===== config.mk =====
export PLATFORM = sky130hd
export DESIGN_NAME = stack_up_pkt_former_flat
export DESIGN_NICKNAME = d
export VERILOG_FILES = /design/src/rtl/stack_up_pkt_former_if.sv /design/src/rtl/stack_up_pkt_former.sv /design/src/flat_wrapper.sv
export SDC_FILE = /design/constraint.sdc
export NUM_CORES = 2
export LEC_CHECK = 0
export ABC_AREA = 1
export CAP_MARGIN = 25
export CORE_MARGIN = 1
export CORE_UTILIZATION = 40
export CTS_CLUSTER_DIAMETER = 30
export DETAILED_ROUTE_END_ITERATION = 8
export GPL_TIMING_DRIVEN = 0
export SLEW_MARGIN = 25
export SYNTH_ARGS = -nofsm -noshare
export SYNTH_HDL_FRONTEND = slang
export SYNTH_SLANG_ARGS = --single-unit

===== constraint.sdc =====
create_clock -name clk -period 39 [get_ports clk]
set_input_delay 3.9 -clock clk [delete_from_list [all_inputs] [get_ports clk]]
set_output_delay 3.9 -clock clk [all_outputs]
set_load 0.05 [all_outputs]

===== src/rtl/stack_up_pkt_former_if.sv =====
// rtl/stack_up_pkt_former_if.sv - PE-side ingress and manager-side egress stream bundle
interface stack_up_pkt_former_if #(
    parameter int DATA_W = 64,
    parameter int TYPE_W = 2,
    parameter int OOB_W  = 32
);
    logic              pe__stu__valid;
    logic [DATA_W-1:0] pe__stu__data;
    logic [TYPE_W-1:0] pe__stu__type;
    logic [OOB_W-1:0]  pe__stu__oob_data;
    logic              pe__stu__last;
    logic              stu__pe__ready;

    logic              stu__mgr__valid;
    logic [1:0]        stu__mgr__cntl;
    logic [TYPE_W-1:0] stu__mgr__type;
    logic [DATA_W-1:0] stu__mgr__data;
    logic [OOB_W-1:0]  stu__mgr__oob_data;
    logic              mgr__stu__ready;

    modport master (
        output pe__stu__valid, pe__stu__data, pe__stu__type, pe__stu__oob_data, pe__stu__last,
        output mgr__stu__ready,
        input  stu__pe__ready,
        input  stu__mgr__valid, stu__mgr__cntl, stu__mgr__type, stu__mgr__data, stu__mgr__oob_data
    );

    modport slave (
        input  pe__stu__valid, pe__stu__data, pe__stu__type, pe__stu__oob_data, pe__stu__last,
        input  mgr__stu__ready,
        output stu__pe__ready,
        output stu__mgr__valid, stu__mgr__cntl, stu__mgr__type, stu__mgr__data, stu__mgr__oob_data
    );
endinterface


===== src/rtl/stack_up_pkt_former.sv =====
// rtl/stack_up_pkt_former.sv - upstream packet former: FIFO with cntl framing, length limit and stats
module stack_up_pkt_former #(
    parameter int DATA_W      = 64,
    parameter int TYPE_W      = 2,
    parameter int OOB_W       = 32,
    parameter int DEPTH       = 8,
    parameter int MAX_PKT_LEN = 64
) (
    input  logic                 clk,
    input  logic                 reset_poweron,
    stack_up_pkt_former_if.slave bus,
    output logic                 stu__sys__len_err,
    output logic [15:0]          stu__sys__pkt_count
);
    localparam int AW = $clog2(DEPTH);
    localparam int CW = AW + 1;

    localparam logic [1:0] CNTL_SOM = 2'b11;
    localparam logic [1:0] CNTL_SOP = 2'b01;
    localparam logic [1:0] CNTL_MOP = 2'b00;
    localparam logic [1:0] CNTL_EOP = 2'b10;

    logic [DATA_W-1:0] mem_data  [DEPTH];
    logic [TYPE_W-1:0] mem_type  [DEPTH];
    logic [OOB_W-1:0]  mem_oob   [DEPTH];
    logic              mem_first [DEPTH];
    logic              mem_last  [DEPTH];

    logic [AW-1:0]    wr_ptr;
    logic [AW-1:0]    rd_ptr;
    logic [CW-1:0]    count;
    logic             in_pkt;
    logic [15:0]      word_cnt;
    logic [OOB_W-1:0] oob_hold;

    logic             push;
    logic             pop;
    logic             is_first;
    logic             at_max;
    logic             store_last;
    logic [OOB_W-1:0] store_oob;

    assign bus.stu__pe__ready  = (count != CW'(DEPTH));
    assign bus.stu__mgr__valid = (count != '0);

    assign push = bus.pe__stu__valid && bus.stu__pe__ready;
    assign pop  = bus.stu__mgr__valid && bus.mgr__stu__ready;

    // The tag is live on the first word only; later words reuse the held copy.
    assign is_first   = !in_pkt;
    assign store_oob  = is_first ? bus.pe__stu__oob_data : oob_hold;
    assign at_max     = (word_cnt == 16'(MAX_PKT_LEN - 1));
    assign store_last = bus.pe__stu__last || at_max;

    assign bus.stu__mgr__data     = mem_data[rd_ptr];
    assign bus.stu__mgr__type     = mem_type[rd_ptr];
    assign bus.stu__mgr__oob_data = mem_oob[rd_ptr];

    always_comb begin
        bus.stu__mgr__cntl = CNTL_MOP;
        if (mem_first[rd_ptr] && mem_last[rd_ptr]) begin
            bus.stu__mgr__cntl = CNTL_SOM;
        end else if (mem_first[rd_ptr]) begin
            bus.stu__mgr__cntl = CNTL_SOP;
        end else if (mem_last[rd_ptr]) begin
            bus.stu__mgr__cntl = CNTL_EOP;
        end
    end

    always_ff @(posedge clk or posedge reset_poweron) begin
        if (reset_poweron) begin
            wr_ptr              <= '0;
            rd_ptr              <= '0;
            count               <= '0;
            in_pkt              <= 1'b0;
            word_cnt            <= '0;
            oob_hold            <= '0;
            stu__sys__len_err   <= 1'b0;
            stu__sys__pkt_count <= '0;
            // Storage is cleared so the idle head presents all-zero fields.
            for (int i = 0; i < DEPTH; i++) begin
                mem_data[i]  <= '0;
                mem_type[i]  <= '0;
                mem_oob[i]   <= '0;
                mem_first[i] <= 1'b0;
                mem_last[i]  <= 1'b0;
            end
        end else begin
            if (push) begin
                mem_data[wr_ptr]  <= bus.pe__stu__data;
                mem_type[wr_ptr]  <= bus.pe__stu__type;
                mem_oob[wr_ptr]   <= store_oob;
                mem_first[wr_ptr] <= is_first;
                mem_last[wr_ptr]  <= store_last;
                wr_ptr            <= wr_ptr + 1'b1;
                if (is_first) begin
                    oob_hold <= bus.pe__stu__oob_data;
                end
                if (store_last) begin
                    in_pkt   <= 1'b0;
                    word_cnt <= '0;
                end else begin
                    in_pkt   <= 1'b1;
                    word_cnt <= word_cnt + 16'd1;
                end
                if (at_max && !bus.pe__stu__last) begin
                    stu__sys__len_err <= 1'b1;
                end
            end

            if (pop) begin
                rd_ptr <= rd_ptr + 1'b1;
                if (mem_last[rd_ptr]) begin
                    stu__sys__pkt_count <= stu__sys__pkt_count + 16'd1;
                end
            end

            case ({push, pop})
                2'b10:   count <= count + 1'b1;
                2'b01:   count <= count - 1'b1;
                default: count <= count;
            endcase
        end
    end
endmodule


===== src/flat_wrapper.sv =====
// flat-port wrapper written by rule: the top's interface ports become plain ports
module stack_up_pkt_former_flat 
#(
    parameter int DATA_W      = 64,
    parameter int TYPE_W      = 2,
    parameter int OOB_W       = 32,
    parameter int DEPTH       = 8,
    parameter int MAX_PKT_LEN = 64
)
  (clk, reset_poweron, stu__sys__len_err, stu__sys__pkt_count, bus_pe__stu__valid, bus_pe__stu__data, bus_pe__stu__type, bus_pe__stu__oob_data, bus_pe__stu__last, bus_mgr__stu__ready, bus_stu__pe__ready, bus_stu__mgr__valid, bus_stu__mgr__cntl, bus_stu__mgr__type, bus_stu__mgr__data, bus_stu__mgr__oob_data);
  stack_up_pkt_former_if #(.DATA_W(DATA_W), .TYPE_W(TYPE_W), .OOB_W(OOB_W)) bus_i ();
  input  logic clk;
  input  logic reset_poweron;
  output logic stu__sys__len_err;
  output logic [15:0] stu__sys__pkt_count;
  input wire logic [$bits(bus_i.pe__stu__valid)-1:0] bus_pe__stu__valid;
  input wire logic [$bits(bus_i.pe__stu__data)-1:0] bus_pe__stu__data;
  input wire logic [$bits(bus_i.pe__stu__type)-1:0] bus_pe__stu__type;
  input wire logic [$bits(bus_i.pe__stu__oob_data)-1:0] bus_pe__stu__oob_data;
  input wire logic [$bits(bus_i.pe__stu__last)-1:0] bus_pe__stu__last;
  input wire logic [$bits(bus_i.mgr__stu__ready)-1:0] bus_mgr__stu__ready;
  output wire logic [$bits(bus_i.stu__pe__ready)-1:0] bus_stu__pe__ready;
  output wire logic [$bits(bus_i.stu__mgr__valid)-1:0] bus_stu__mgr__valid;
  output wire logic [$bits(bus_i.stu__mgr__cntl)-1:0] bus_stu__mgr__cntl;
  output wire logic [$bits(bus_i.stu__mgr__type)-1:0] bus_stu__mgr__type;
  output wire logic [$bits(bus_i.stu__mgr__data)-1:0] bus_stu__mgr__data;
  output wire logic [$bits(bus_i.stu__mgr__oob_data)-1:0] bus_stu__mgr__oob_data;
  assign bus_i.pe__stu__valid = bus_pe__stu__valid;
  assign bus_i.pe__stu__data = bus_pe__stu__data;
  assign bus_i.pe__stu__type = bus_pe__stu__type;
  assign bus_i.pe__stu__oob_data = bus_pe__stu__oob_data;
  assign bus_i.pe__stu__last = bus_pe__stu__last;
  assign bus_i.mgr__stu__ready = bus_mgr__stu__ready;
  assign bus_stu__pe__ready = bus_i.stu__pe__ready;
  assign bus_stu__mgr__valid = bus_i.stu__mgr__valid;
  assign bus_stu__mgr__cntl = bus_i.stu__mgr__cntl;
  assign bus_stu__mgr__type = bus_i.stu__mgr__type;
  assign bus_stu__mgr__data = bus_i.stu__mgr__data;
  assign bus_stu__mgr__oob_data = bus_i.stu__mgr__oob_data;
  stack_up_pkt_former #(.DATA_W(DATA_W), .TYPE_W(TYPE_W), .OOB_W(OOB_W), .DEPTH(DEPTH), .MAX_PKT_LEN(MAX_PKT_LEN)) u_core (.clk(clk), .reset_poweron(reset_poweron), .bus(bus_i), .stu__sys__len_err(stu__sys__len_err), .stu__sys__pkt_count(stu__sys__pkt_count));
endmodule

==> results.py <==
metrics = {
    "critical_path": {
        "ff2ff_setup_slack_ns": 35.79,
        "reg2reg_to": "u_core.count[2]$_DFFE_PP0P_",
        "startpoint_type": "flop",
        "crit_fanout": 11,
        "reg2reg_from": "u_core.count[1]$_DFFE_PP0P_",
        "reg2regPathDepth": 14,
        "arrival_ns": 4.97,
        "cp-end-kind": "output pin",
        "cp.required_ns": 35.10,
        "critPathKind": "reg -> out",
    },
    "hold_path": {
        "hold_end": "u_core.mem_oob[88]$_DFFE_PP0P_",
        "whs_path_depth": 2,
        "hp-start": "u_core.mem_oob[88]$_DFFE_PP0P_",
        "hp-class": "reg -> reg",
    },
    "cells_and_area": {
        "final_common_cell": "nand2_1",
        "drive_above_1_share": 0.09576,
        "final_cell_mix": "nand2_1 (1,383), o21ai_0 (1,195), dfrtp_1 (876)",
        "layout.nets": 5260,
        "syn_to_final_growth_pct": 29.72,
        "fillCellCount": 9066,
        "final_util": 0.5244,
    },
    "routing": {
        "wire_per_inst_um": 21.04,
        "drt_iter0_drc": 3852,
        "vias": 36040,
        "drc": 62,
        "drt_wl_total_mm": 139.0,
        "drtAntennaViolNets": 0,
        "dr.pass1.iters": 8,
        "via_per_inst": 5.457,
    },
    "power": {
        "ir_worst_vdd_mv": 0.08321,
        "p_leak_nw": 23.62,
        "power.density_nw_per_um2": 110.6,
        "fin_total_pwr_mw": 5.615,
    },
    "timing": {
        "hold-worst-slack_ns": 0.4725,
        "fin_crit_ns": 8.871,
        "fmax_ghz": 0.1127,
        "setup_viol_count_final": 0,
        "drv_slew": 0,
        "rsz0062_at_grt": "no",
        "slew_headroom": 0.4184,
        "worst_pin_slew_ns": 0.8692,
        "finalCritPeriodShare": 0.2275,
        "finalWorstSetupSlack_ns": 30.13,
        "skew_ns": 0.03061,
        "final-hold-violation-count": 0,
    },
    "synth": {
        "synth_seq_cells": 876,
        "synthTopCellsByArea": "dfrtp_1 (56%), o21ai_0 (15%), nand2_1 (13%)",
        "synth_top_cell_by_area": "dfrtp_1",
        "ys_types": 26,
        "yosysSeqAreaShare": 0.5598,
        "syn_nets": 4822,
        "yosysTopAreaCellShare": 0.5598,
        "syn_inst": 4712,
        "avgSynthCellArea_um2": 8.310,
        "ys_warn_count": 0,
        "syn_area_um2": 39160,
    },
    "placement": {
        "globalplace.congestion": 0.8747,
        "preCtsSetupSlack_ns": 31.09,
        "portBuffers": 221,
        "hpwl_mm": 90.94,
    },
    "clock_tree": {
        "cts_max_path_buffers": 3,
        "h-tree-depth": 4,
        "numCtsBuffers": 204,
        "clk_latency_ns": 0.79,
        "cts_repair_resize_count": 0,
        "clock_sinks": 876,
        "clkTransAtPathRegs_ns": 0.05,
        "clockRootBuffer": "clkbuf_16",
        "cts_setup_buffers": 0,
        "ctsHoldBuffers": 0,
        "cts_tree": "built",
    },
    "outcome": {
        "violations": "design-rule violations",
        "status": "finished with violations",
    },
    "die": {
        "die_area_um2": 99150,
        "initial_core_util": 0.4043,
        "core_area_um2": 96850,
        "die_height_um": 314.9,
        "die_w_um": 314.9,
        "io-pin-count": 222,
        "rows": 114,
    },
    "grt": {
        "grt_first_pass_wirelength_mm": 214.0,
        "grt_remaining_overflow": 0,
        "grt_max_degree": 97,
        "grt_pass1_vias": 35530,
        "grt_usage": 0.2811,
        "antenna_found_initial": 1,
    },
    "job": {
        "max_cap_violations": 0,
    },
}
==> cell type report <==
cell class / count / area, um^2 / share of cell area
sequential: 876 / 21920 / 0.4316
multi-input combinational: 3344 / 14890 / 0.2932
clock buffer: 250 / 5498 / 0.1082
timing repair buffer: 232 / 2515 / 0.04951
clock inverter: 132 / 2009 / 0.03956
buffer: 349 / 1809 / 0.03562
tap: 1276 / 1597 / 0.03143
inverter: 143 / 544.3 / 0.01072
antenna: 2 / 5.005 / 0.00009853
==> synthesized netlist by cell type <==
master       n
buf_1        8
o21a_1       8
buf_4       64
ha_1         7
buf_2       35
xnor2_1     11
nand2_2      3
o21ai_1     45
nor2_2       1
o21ai_0   1195
nand3_2      1
nand2_4      1
nand2_1   1383
clkbuf_1   214
buf_6       28
inv_2        1
xor2_1      13
a21o_1       1
nor2_1     440
o22ai_1    199
dfrtp_1    876
or2_2        2
o21bai_1     1
inv_1      142
nand3_1     30
nand4_1      3
==> cells by family after synthesis <==
kind of cell / count (synthesis) / synth area share
AND/OR/NAND/NOR: 1864 / 0.1806
buffers and inverters: 492 / 0.05979
AO/OA/AOI/OAI: 1449 / 0.1922
adder cells (fa/ha/maj): 7 / 0.002237
XOR/XNOR: 24 / 0.005368
flip-flops: 876 / 0.5598
==> report_power, final <==
part | internal [mW] | switching (mW)
sequential | 1.31 | 0.210
combinational | 0.687 | 1.58
clock | 1.26 | 0.575
==> worst max-delay path, stage by stage (launching register included) <==
cell and delay [ns]:
dfrtp_1 0.74, buf_2 0.42, buf_2 0.51, buf_2 0.61, buf_2 0.42, nor2_1 0.08, o22ai_1 0.17, nand2_1 0.08
nand2_1 0.24, clkdlybuf4s50_1 0.88
==> worst max path at each step <==
stage | startpoint | endpoint | slack (ns)
finish | u_core.rd_ptr[0]$_DFFE_PP0N_ | bus_stu__mgr__oob_data[29] | 30.13
CTS | u_core.rd_ptr[0]$_DFFE_PP0N_ | bus_stu__mgr__oob_data[29] | 30.24
global route | u_core.rd_ptr[0]$_DFFE_PP0N_ | bus_stu__mgr__oob_data[29] | 30.14
global placement | reset_poweron | u_core.mem_oob[116]$_DFFE_PP0P_ | -0.90
floorplan | reset_poweron | u_core.count[0]$_DFFE_PP0P_ | 10.48
detailed placement | u_core.rd_ptr[0]$_DFFE_PP0N_ | bus_stu__mgr__oob_data[29] | 31.09
==> state kept, by name (all words and copies together) (netlist names) <==
signal and cells:
u_core.count 4, u_core.stu__sys__len_err 1, u_core.mem_type 16, u_core.mem_first 8, u_core.mem_data 512, u_core.wr_ptr 3
u_core.in_pkt 1, u_core.mem_last 8, u_core.stu__sys__pkt_count 16, u_core.mem_oob 256, u_core.rd_ptr 3, u_core.word_cnt 16
u_core.oob_hold 32
==> metal layers <==
metal | up-vias | part of all wire | track usage
met5 | - | 0 | 0
met4 | 0 | 0.028 | 0.09863
met3 | 253 | 0.080 | 0.05545
met2 | 1533 | 0.46 | 0.4396
met1 | 17740 | 0.43 | 0.3885
li1 | 16520 | - | -
==> per-stage QoR <==
stage          cells  cell area (um^2)  setup TNS [ns]
5_1_grt         6602             50790               0
3_5_place_dp    6220             43280               0
3_3_place_gp    6209             42970         -696.26
6_report        6604             50790               0
4_1_cts         6602             50790               0
2_1_floorplan   4712             39160               0
(Power assumes the default switching activity.)
